File: config.mk
export PLATFORM = sky130hd
export DESIGN_NAME = bouncing_box_engine
export DESIGN_NICKNAME = d
export VERILOG_FILES = /design/src/rtl/vga_pkg.sv /design/src/rtl/bounce_axis.sv /design/src/rtl/bouncing_box_engine.sv
export SDC_FILE = /design/constraint.sdc
export NUM_CORES = 1
export LEC_CHECK = 0
export CAP_MARGIN = 15
export CORE_AREA = 3 3 83 85
export DETAILED_ROUTE_END_ITERATION = 10
export DIE_AREA = 0 0 86 88
export PLACE_DENSITY_LB_ADDON = 0.08
export SYNTH_ARGS = -nofsm -noshare
export SYNTH_HDL_FRONTEND = slang
export SYNTH_HIERARCHICAL = 1
export SYNTH_SLANG_ARGS = --single-unit
export TNS_END_PERCENT = 30
File: constraint.sdc
create_clock -name clk -period 2.7 [get_ports clk]
set_input_delay 0.27 -clock clk [delete_from_list [all_inputs] [get_ports clk]]
set_output_delay 0.27 -clock clk [all_outputs]
set_load 0.005 [all_outputs]
File: src/rtl/vga_pkg.sv
// -----------------------------------------------------------------------------
// vga_pkg
//   Shared constants for the VGA pixel pipeline:
//   - default active-area geometry and bouncing-box motion parameters
//   - 640x480@60 sync timing constants (front porch / sync / back porch)
//   - the 4-entry box palette, packed as {R[1:0], G[1:0], B[1:0]}
//   - the direction type used by the per-axis bounce logic
// -----------------------------------------------------------------------------
package vga_pkg;

  // Visible area and default box behaviour
  localparam int H_ACTIVE_DEF = 640;
  localparam int V_ACTIVE_DEF = 480;
  localparam int BOX_SIZE_DEF = 100;
  localparam int STEP_DEF     = 2;

  // Sync timing for 640x480@60 with a 25.175 MHz pixel clock
  localparam int H_FRONT = 16;
  localparam int H_SYNC  = 96;
  localparam int H_BACK  = 48;
  localparam int H_TOTAL = H_ACTIVE_DEF + H_FRONT + H_SYNC + H_BACK;
  localparam int V_FRONT = 10;
  localparam int V_SYNC  = 2;
  localparam int V_BACK  = 33;
  localparam int V_TOTAL = V_ACTIVE_DEF + V_FRONT + V_SYNC + V_BACK;

  // Direction of travel along one axis
  typedef enum logic {
    DIR_POS = 1'b0,
    DIR_NEG = 1'b1
  } dir_e;

  // Palette: red, green, blue, yellow
  localparam logic [5:0] PALETTE [0:3] = '{
    6'b11_00_00,
    6'b00_11_00,
    6'b00_00_11,
    6'b11_11_00
  };

  // Palette lookup; an unexpected index falls back to black
  function automatic logic [5:0] palette_colour(input logic [1:0] idx);
    logic [5:0] colour;
    case (idx)
      2'd0:    colour = PALETTE[0];
      2'd1:    colour = PALETTE[1];
      2'd2:    colour = PALETTE[2];
      2'd3:    colour = PALETTE[3];
      default: colour = 6'd0;
    endcase
    return colour;
  endfunction

endpackage

File: src/rtl/bounce_axis.sv
// -----------------------------------------------------------------------------
// bounce_axis
//   Position and direction of the box along one axis. On each tick the edge
//   moves by STEP; if the move would push the far side of the box past LIMIT
//   (or the near side below 0) the position is clamped to the edge, the
//   direction flips and hit pulses for that tick.
//
//   Parameters: LIMIT (active extent of the axis), SIZE (box edge), STEP.
//   Ports:
//     clk    in   pixel clock
//     reset  in   synchronous active-high reset (pos=0, dir=DIR_POS)
//     tick   in   advance one frame step this cycle
//     pos    out  [9:0] current near edge (registered)
//     dir    out  current direction (registered)
//     hit    out  bounce strobe, valid in the tick cycle so the owner can
//                 update its own state on the same clock edge
// -----------------------------------------------------------------------------
module bounce_axis
  import vga_pkg::*;
#(
  parameter int LIMIT = H_ACTIVE_DEF,
  parameter int SIZE  = BOX_SIZE_DEF,
  parameter int STEP  = STEP_DEF
) (
  input  logic       clk,
  input  logic       reset,
  input  logic       tick,
  output logic [9:0] pos,
  output dir_e       dir,
  output logic       hit
);

  // The far-edge test is done in 11 bits so pos+SIZE+STEP can never wrap
  localparam logic [10:0] LIMIT_W = 11'(LIMIT);
  localparam logic [10:0] REACH_W = 11'(SIZE + STEP);
  localparam logic [9:0]  MAX_POS = 10'(LIMIT - SIZE);
  localparam logic [9:0]  STEP_W  = 10'(STEP);

  logic [9:0] pos_r;
  logic [9:0] pos_nxt_s;
  dir_e       dir_r;
  dir_e       dir_nxt_s;
  logic       bounce_s;

  // Candidate position/direction for this frame and whether it bounces
  always_comb begin
    pos_nxt_s = pos_r;
    dir_nxt_s = dir_r;
    bounce_s  = 1'b0;
    case (dir_r)
      DIR_POS: begin
        if (({1'b0, pos_r} + REACH_W) > LIMIT_W) begin
          pos_nxt_s = MAX_POS;
          dir_nxt_s = DIR_NEG;
          bounce_s  = 1'b1;
        end else begin
          pos_nxt_s = pos_r + STEP_W;
          dir_nxt_s = DIR_POS;
          bounce_s  = 1'b0;
        end
      end
      DIR_NEG: begin
        if (pos_r < STEP_W) begin
          pos_nxt_s = 10'd0;
          dir_nxt_s = DIR_POS;
          bounce_s  = 1'b1;
        end else begin
          pos_nxt_s = pos_r - STEP_W;
          dir_nxt_s = DIR_NEG;
          bounce_s  = 1'b0;
        end
      end
      default: begin
        // Unreachable encoding: recover to the reset corner
        pos_nxt_s = 10'd0;
        dir_nxt_s = DIR_POS;
        bounce_s  = 1'b0;
      end
    endcase
  end

  // Position/direction register, advanced only on tick
  always_ff @(posedge clk) begin
    if (reset) begin
      pos_r <= 10'd0;
      dir_r <= DIR_POS;
    end else if (tick) begin
      pos_r <= pos_nxt_s;
      dir_r <= dir_nxt_s;
    end else begin
      pos_r <= pos_r;
      dir_r <= dir_r;
    end
  end

  assign pos = pos_r;
  assign dir = dir_r;
  assign hit = tick & bounce_s;

endmodule

File: src/rtl/bouncing_box_engine.sv
// -----------------------------------------------------------------------------
// bouncing_box_engine
//   Pixel stage between the VGA sync generator and the output pin mapping.
//   A BOX_SIZE square moves STEP pixels per axis once per frame, bounces off
//   the active-area edges and takes the next palette colour on every bounce
//   (a corner bounce advances the colour once). Colour and syncs are both
//   registered so they leave the block aligned.
//
//   Ports:
//     clk, reset            pixel clock, synchronous active-high reset
//     hsync_in, vsync_in    syncs from the generator
//     display_on            high inside the visible area
//     hpos, vpos            [9:0] current pixel column / row
//     pause                 1 = hold position, direction and colour
//     hsync_out, vsync_out  syncs delayed one cycle
//     r, g, b               [1:0] registered pixel colour
//     box_x, box_y          [9:0] current top-left corner of the box
// -----------------------------------------------------------------------------
module bouncing_box_engine
  import vga_pkg::*;
#(
  parameter int H_ACTIVE = H_ACTIVE_DEF,
  parameter int V_ACTIVE = V_ACTIVE_DEF,
  parameter int BOX_SIZE = BOX_SIZE_DEF,
  parameter int STEP     = STEP_DEF
) (
  input  logic       clk,
  input  logic       reset,
  input  logic       hsync_in,
  input  logic       vsync_in,
  input  logic       display_on,
  input  logic [9:0] hpos,
  input  logic [9:0] vpos,
  input  logic       pause,
  output logic       hsync_out,
  output logic       vsync_out,
  output logic [1:0] r,
  output logic [1:0] g,
  output logic [1:0] b,
  output logic [9:0] box_x,
  output logic [9:0] box_y
);

  localparam logic [9:0]  FIRST_BLANK_LINE = 10'(V_ACTIVE);
  localparam logic [10:0] BOX_W            = 11'(BOX_SIZE);

  logic       frame_tick_s;
  logic       move_tick_s;
  logic [9:0] box_x_s;
  logic [9:0] box_y_s;
  dir_e       dir_x_s;
  dir_e       dir_y_s;
  logic [1:0] dir_unused_s;
  logic       hit_x_s;
  logic       hit_y_s;
  logic [1:0] colour_idx_r;
  logic       in_x_s;
  logic       in_y_s;
  logic [5:0] pix_s;

  // One cycle per frame, at the start of the first blanking line, so the box
  // never moves while visible pixels are being drawn. pause is only looked at
  // here, which is what makes mid-frame pause toggles harmless.
  assign frame_tick_s = (hpos == 10'd0) && (vpos == FIRST_BLANK_LINE);
  assign move_tick_s  = frame_tick_s && !pause;

  bounce_axis #(
    .LIMIT (H_ACTIVE),
    .SIZE  (BOX_SIZE),
    .STEP  (STEP)
  ) u_axis_x (
    .clk   (clk),
    .reset (reset),
    .tick  (move_tick_s),
    .pos   (box_x_s),
    .dir   (dir_x_s),
    .hit   (hit_x_s)
  );

  bounce_axis #(
    .LIMIT (V_ACTIVE),
    .SIZE  (BOX_SIZE),
    .STEP  (STEP)
  ) u_axis_y (
    .clk   (clk),
    .reset (reset),
    .tick  (move_tick_s),
    .pos   (box_y_s),
    .dir   (dir_y_s),
    .hit   (hit_y_s)
  );

  // Directions are internal to the axes; kept visible for debug probing only
  assign dir_unused_s = {dir_x_s, dir_y_s};

  // Palette index: one step per bounce frame, even when both axes bounce
  always_ff @(posedge clk) begin
    if (reset) begin
      colour_idx_r <= 2'd0;
    end else if (hit_x_s || hit_y_s) begin
      colour_idx_r <= colour_idx_r + 2'd1;
    end else begin
      colour_idx_r <= colour_idx_r;
    end
  end

  // Box coverage test, widened to 11 bits so box+BOX_SIZE cannot wrap
  assign in_x_s = ({1'b0, hpos} >= {1'b0, box_x_s}) &&
                  ({1'b0, hpos} <  ({1'b0, box_x_s} + BOX_W));
  assign in_y_s = ({1'b0, vpos} >= {1'b0, box_y_s}) &&
                  ({1'b0, vpos} <  ({1'b0, box_y_s} + BOX_W));

  // Colour for the pixel currently presented; black outside the visible area
  always_comb begin
    pix_s = 6'd0;
    if (display_on && in_x_s && in_y_s) begin
      pix_s = palette_colour(colour_idx_r);
    end else begin
      pix_s = 6'd0;
    end
  end

  // Output stage: colour and syncs share one register so they stay aligned
  always_ff @(posedge clk) begin
    if (reset) begin
      hsync_out <= 1'b0;
      vsync_out <= 1'b0;
      r         <= 2'd0;
      g         <= 2'd0;
      b         <= 2'd0;
    end else begin
      hsync_out <= hsync_in;
      vsync_out <= vsync_in;
      r         <= pix_s[5:4];
      g         <= pix_s[3:2];
      b         <= pix_s[1:0];
    end
  end

  assign box_x = box_x_s;
  assign box_y = box_y_s;

endmodule

* After elaboration in Yosys (flattened, before gate mapping)
Index checks and enable logic that the tools add are counted.
Cells by class: add/subtract/negate cells 9, $lt $le $gt $ge 8, eq/ne operators 4, muxes and demuxes 17, bitwise gates (word level) 5, reduce and logical (&&, ||, !) cells 11
Operators by type and width (number):
- 10-bit by 7-bit adder with 11-bit output, second input constant | 4
- 10-bit 2-to-1 mux | 4
- 10-bit one-hot mux with 2 select lines | 2
- 6-bit one-hot mux with 4 select lines | 1
- 10-bit by 11-bit less-than comparator with 1-bit output | 2
- 10-bit by 2-bit adder with 10-bit output, second input constant | 2
- 10-bit greater-or-equal comparator | 2
- 10-bit by 2-bit less-than comparator with 1-bit output, second input constant | 2
- 10-bit by 2-bit subtractor with 10-bit output, second input constant | 2
- 11-bit by 10-bit greater-than comparator with 1-bit output, second input constant | 1
- 11-bit by 9-bit greater-than comparator with 1-bit output, second input constant | 1
- 10-bit by 9-bit == test with 1-bit output, second input constant | 1
- 10-bit logical NOT | 1
- 1-bit one-hot mux with 2 select lines | 4
- 1-bit logical AND | 6
- 1-bit 2-to-1 mux | 6
- 2-bit == test, second input constant | 2
- 1-bit NOT | 3
- 2-bit by 1-bit adder with 2-bit output, second input constant | 1
- 1-bit bitwise AND | 2
- 2-bit by 1-bit == test with 1-bit output, second input constant | 1
- 2-bit logical NOT | 1
- 2-bit OR reduction | 1
- 1-bit logical NOT | 1
- 1-bit logical OR | 1
Storage, ports and cells: bits in registers 32, input port bits 26, output and inout port bits 28, word-level logic and storage cells 64

* Logic depth before layout (Yosys ltp)
word-level depth 7, depth in mapped cells 11, mapped depth without buffers 11

* By module
Netlist, hierarchy kept.
By module, submodules not included:
- bouncing_box_engine | times used 1, cells each 179, area an instance 1410.1 sq um, sequential area each 140.1 sq um
- bounce_axis (u_axis_x) | times used 1, cells each 137, area an instance 1036.0 sq um, sequential area each 200.2 sq um
- bounce_axis (u_axis_y) | times used 1, cells each 128, area an instance 965.9 sq um, sequential area each 200.2 sq um

* Worst setup path after synthesis
Ideal clock, no wire load.
path kind reg-to-reg, start point reg u_axis_y.pos_r[2] (netlist: u_axis_y/pos[2]), end point reg b[0], library setup time 0.092 ns, arrival time 2.306 ns, data required time 2.608 ns, slack 0.302 ns, cell stages (with the launch flop) 11, path buffers 0, clock period less this slack 2.398 ns, cells stage by stage dfxtp_1 -> ha_1 -> a21oi_1 -> nand2_1 -> nand2_1 -> xnor2_1 -> ha_1 -> and4_4 -> a211o_1 -> o31a_1 -> nor4_1
Between the ends: cells in the longest elaborated chain, start to end 6, elaborated cells between the ends (all ways) 7, those cells by class add/sub: 1; order compare: 2; bitwise: 1; reduce/logical: 3
Ends and longest elaborated chain:
- from (decl) | RTL line bounce_axis.sv:39 | logic [9:0] pos_r;
- from (signal assigned) | RTL line bounce_axis.sv:88 | pos_r <= pos_nxt_s;
- from (signal assigned) | RTL line bounce_axis.sv:91 | pos_r <= pos_r;
- 10-bit by 7-bit adder with 11-bit output | RTL line bouncing_box_engine.sv:111 | ({1'b0, vpos} < ({1'b0, box_y_s} + BOX_W));
- 10-bit by 11-bit less-than comparator with 1-bit output | RTL line bouncing_box_engine.sv:111
- 1-bit logical AND (*) | RTL line bouncing_box_engine.sv:110 | assign in_y_s = ({1'b0, vpos} >= {1'b0, box_y_s}) &&
- 1-bit logical AND (*) | RTL line bouncing_box_engine.sv:116 | if (display_on && in_x_s && in_y_s) begin
- 1-bit NOT (no line) (*)
- 2-bit OR reduction (no line) (*)
- to (signal assigned) | RTL line bouncing_box_engine.sv:136 | b <= pix_s[1:0];
- to (decl) | RTL line bouncing_box_engine.sv:39 | output logic [1:0] b,
Every way passes the cells marked *; elsewhere a longest branch is shown, timed or not. A chain may end at the register's enable or synchronous reset.

* Worst setup path after layout
start point reg u_axis_y.pos_r[2] (netlist: u_axis_y/pos[2]), end point reg r[0]
Between the ends: cells in the longest elaborated chain, start to end 6, elaborated cells between the ends (all ways) 7, those cells by class add/sub: 1; order compare: 2; bitwise: 1; reduce/logical: 3
Ends and longest elaborated chain:
- 10-bit by 7-bit adder with 11-bit output | RTL line bouncing_box_engine.sv:111
- 10-bit by 11-bit less-than comparator with 1-bit output | RTL line bouncing_box_engine.sv:111
- 1-bit logical AND (*) | RTL line bouncing_box_engine.sv:110
- 1-bit logical AND (*) | RTL line bouncing_box_engine.sv:116
- 1-bit NOT (no line) (*)
- 2-bit OR reduction (no line) (*)
- to (signal assigned) | RTL line bouncing_box_engine.sv:134 | r <= pix_s[5:4];
- to (decl) | RTL line bouncing_box_engine.sv:37 | output logic [1:0] r,
Marked as above.

==> results.md <==
* Outcome: complete, no violations
* Setup TNS at 0 ps
* Antenna Cells at 0
* Die width at 86 µm
* GRT Resource Usage Total at 0.232
* Slowest cell on crit path: dfxtp_2
* Layout cell share with drive strength beyond 1 at 0.0994
* I/O pin cnt at 54
* Clock skew at 2.27 ps
* Mean Syn Cell Area at 7.68 µm²
* Max Root-Sink Buffers at 2
* CORE AREA at 6280 µm²
* Worst slew pin tran at 642 ps
* Number of synthesized register bits at 27
* Final wirelength at 8.76 mm
* CP delay by family, top: compound AO/OA/AOI/OAI gates
* Vias in the first global route at 3134
* Critical Path Source Type: flip-flop
* Post-synthesis sequential area ratio at 0.158
* Crit path buffers/inverters at 0
* Critical path type: flip-flop to flip-flop
* RSZ-0062 raised after global routing: false
* Vias at 3433
* Pleak at 1.59 nW
* Total Power at 0.776 mW
* Final slew viol count at 0
* First-pass GRT wire length at 14.7 mm
* Max-Cap Viols at 0
* Setup Viol. Count Final at 0
* Cell count along the critical path at 10
* Largest net degree at the start of global routing at 38
* Post-CTS Resized at 0
* Yosys warns at 6
* Cell Chain, Critical Path: ha_1 > a21oi_1 > nand2_1 > nand2_1 > xnor2_1 > ha_1 > and4_4 > a211o_1 > o31a_1 > nor4_1
* Post-synth EDFFs at 0
* PortBufs at 51
* Hold depth at 2
* Mapped Cells at 444
* # nets final at 567
* Fin. Hold Viols at 0
* Worst setup EP type: flip-flop
* Drt drc at 0
* Min-delay src: colour_idx_r[1]
* Inserted Clock Buffers at 3
* Power Density at 189 nW/µm²
* Num Clock Sinks at 27
* FF-to-FF setup slack at 200 ps
* Gpl congestion at 0.854
* Worst vdd ir at 0.244 mV
* Commonest non-fill, non-tap cell in the layout: clkdlybuf4s50_1
* CTS clock-pin slew for the worst setup and hold paths at 100 ps
* Crit path from: u_axis_y/pos[2]
* Area after DPL at 4060 µm²
* Most frequent cells in the layout: 51 x clkdlybuf4s50_1, 47 x ha_1, 35 x nand2_1
* Fraction of registers with async set/reset at 0
* Drt pass-1 iters at 5
* Die area at 7570 µm²
* DRT iter0 DRCs at 172
* Final std cells w/o fill at 570
* Post-synth cell types at 75
* Hold-fix buffers, CTS at 0
* Post-layout worst setup margin at 195 ps
* Antenna-violating nets left at 0
* Worst Reg-to-Reg Cells at 10
* Ys flop type: dfxtp_1
* DP Cell Count at 566
* Finished Cell Area at 4110 µm²
* Syn nets at 517
* CTS root buf: clkbuf_8
* Min cycle time layout at 2500 ps
* WP data arrival at 2690 ps
* Drt via density at 6.02
* Pre-CTS WS at 180 ps
* Fin Hold WS at 518 ps
* Wire per inst at 15.4 µm
* Fmax at 399 MHz
* Post-Syn Area at 3410 µm²
* CTS tree: yes
* Die height at 88 µm
* Worst Hold Class: flip-flop to flip-flop
* Tcrit/Tclk final at 0.928
* Max H-tree Level at 1
* Postcts setup bufs at 0
* Fin util at 0.655
* GR Overflow Total at 0
* Worst-path maximum fanout at 6
* Reg-to-reg startpoint: u_axis_y/pos[2]
* Clk_lat worst skew at 280 ps
* Relative slew slack at 0.561
* DPL Wire Length at 6.75 mm
* Synthesis-to-layout area growth at 20.4%
* Num rows at 29
* Starting Density at 0.544
* Peak per-stage delay on the critical path at 370 ps
* Antenna violations before repair at 0
* Data required, critical path at 2890 ps
-- power by group --
group	internal, mW	total (mW)	switching, mW
combinational	0.0726	0.134	0.0612
sequential	0.400	0.400	0.000533
clock	0.105	0.242	0.137
-- kinds of logic after synthesis --
| group | synth area share |
|---|---|
| XOR/XNOR | 0.0642 |
| AND/OR/NAND/NOR | 0.245 |
| multiplexers | 0.0132 |
| AO/OA/AOI/OAI | 0.259 |
| other | 0.00220 |
| buffers and inverters | 0.0858 |
| flip-flops | 0.158 |
| adder cells (fa/ha/maj) | 0.172 |
-- routing by layer --
layer	routed length, µm	GRT usage	vias to the layer above
li1	-	-	1725
met1	4310	0.334	1592
met2	3880	0.373	107
met3	530	0.0273	9
met4	49	0.0432	0
met5	0	0	-
-- synthesized netlist by cell type, drive strengths merged (4+ instances only) --
library cell,number,area [µm²]
and3,5,31.3
o21a,4,30.0
a211oi,4,30.0
nor3b,4,30.0
ha,47,588
buf,14,97.6
clkbuf,16,60.1
nand2,35,131
nor2,25,93.8
a21oi,23,119
nor2b,9,56.3
o211ai,4,30.0
dfxtp,27,541
or4,5,48.8
nand3,18,90.1
nor4,10,75.1
o31a,4,35.0
xor2,5,43.8
nor3,12,60.1
xnor2,20,175
o211a,6,60.1
a31oi,8,50.1
o31ai,4,35.0
nand4,5,31.3
inv,35,131
o21ai,30,154
a21o,4,30.0
-- registers in the layout, summed over array words and instances (netlist names) --
| name | count |
|---|---|
| b | 1 |
| colour_idx_r | 2 |
| g | 1 |
| hsync_out | 1 |
| r | 1 |
| u_axis_x/dir | 1 |
| u_axis_x/pos | 9 |
| u_axis_y/dir | 1 |
| u_axis_y/pos | 9 |
| vsync_out | 1 |
-- final timing paths --
kind                                        end
worst max-delay path                       r[0]
worst min register to register  colour_idx_r[1]
worst max register to register             r[0]
worst min-delay path            colour_idx_r[1]
-- worst register-to-register path: stages, from the launching register on --
cell and delay (ps):
dfxtp_2 370, ha_1 230, a21oi_1 220, nand2_1 100, nand2_1 90, xnor2_1 120, ha_1 260, and4_4 180
a211o_1 280, o31a_1 330, nor4_1 250
-- layout make-up --
type,count,area (µm²)
fillers,567,2170
well taps,77,96.3
repair buffers,75,703
clock inverters,1,7.51
multi-input cells,351,2580
clock buffers,3,41.3
inverters,36,135
flip-flops and latches,27,542
Power figures use the tool's default switching activity.
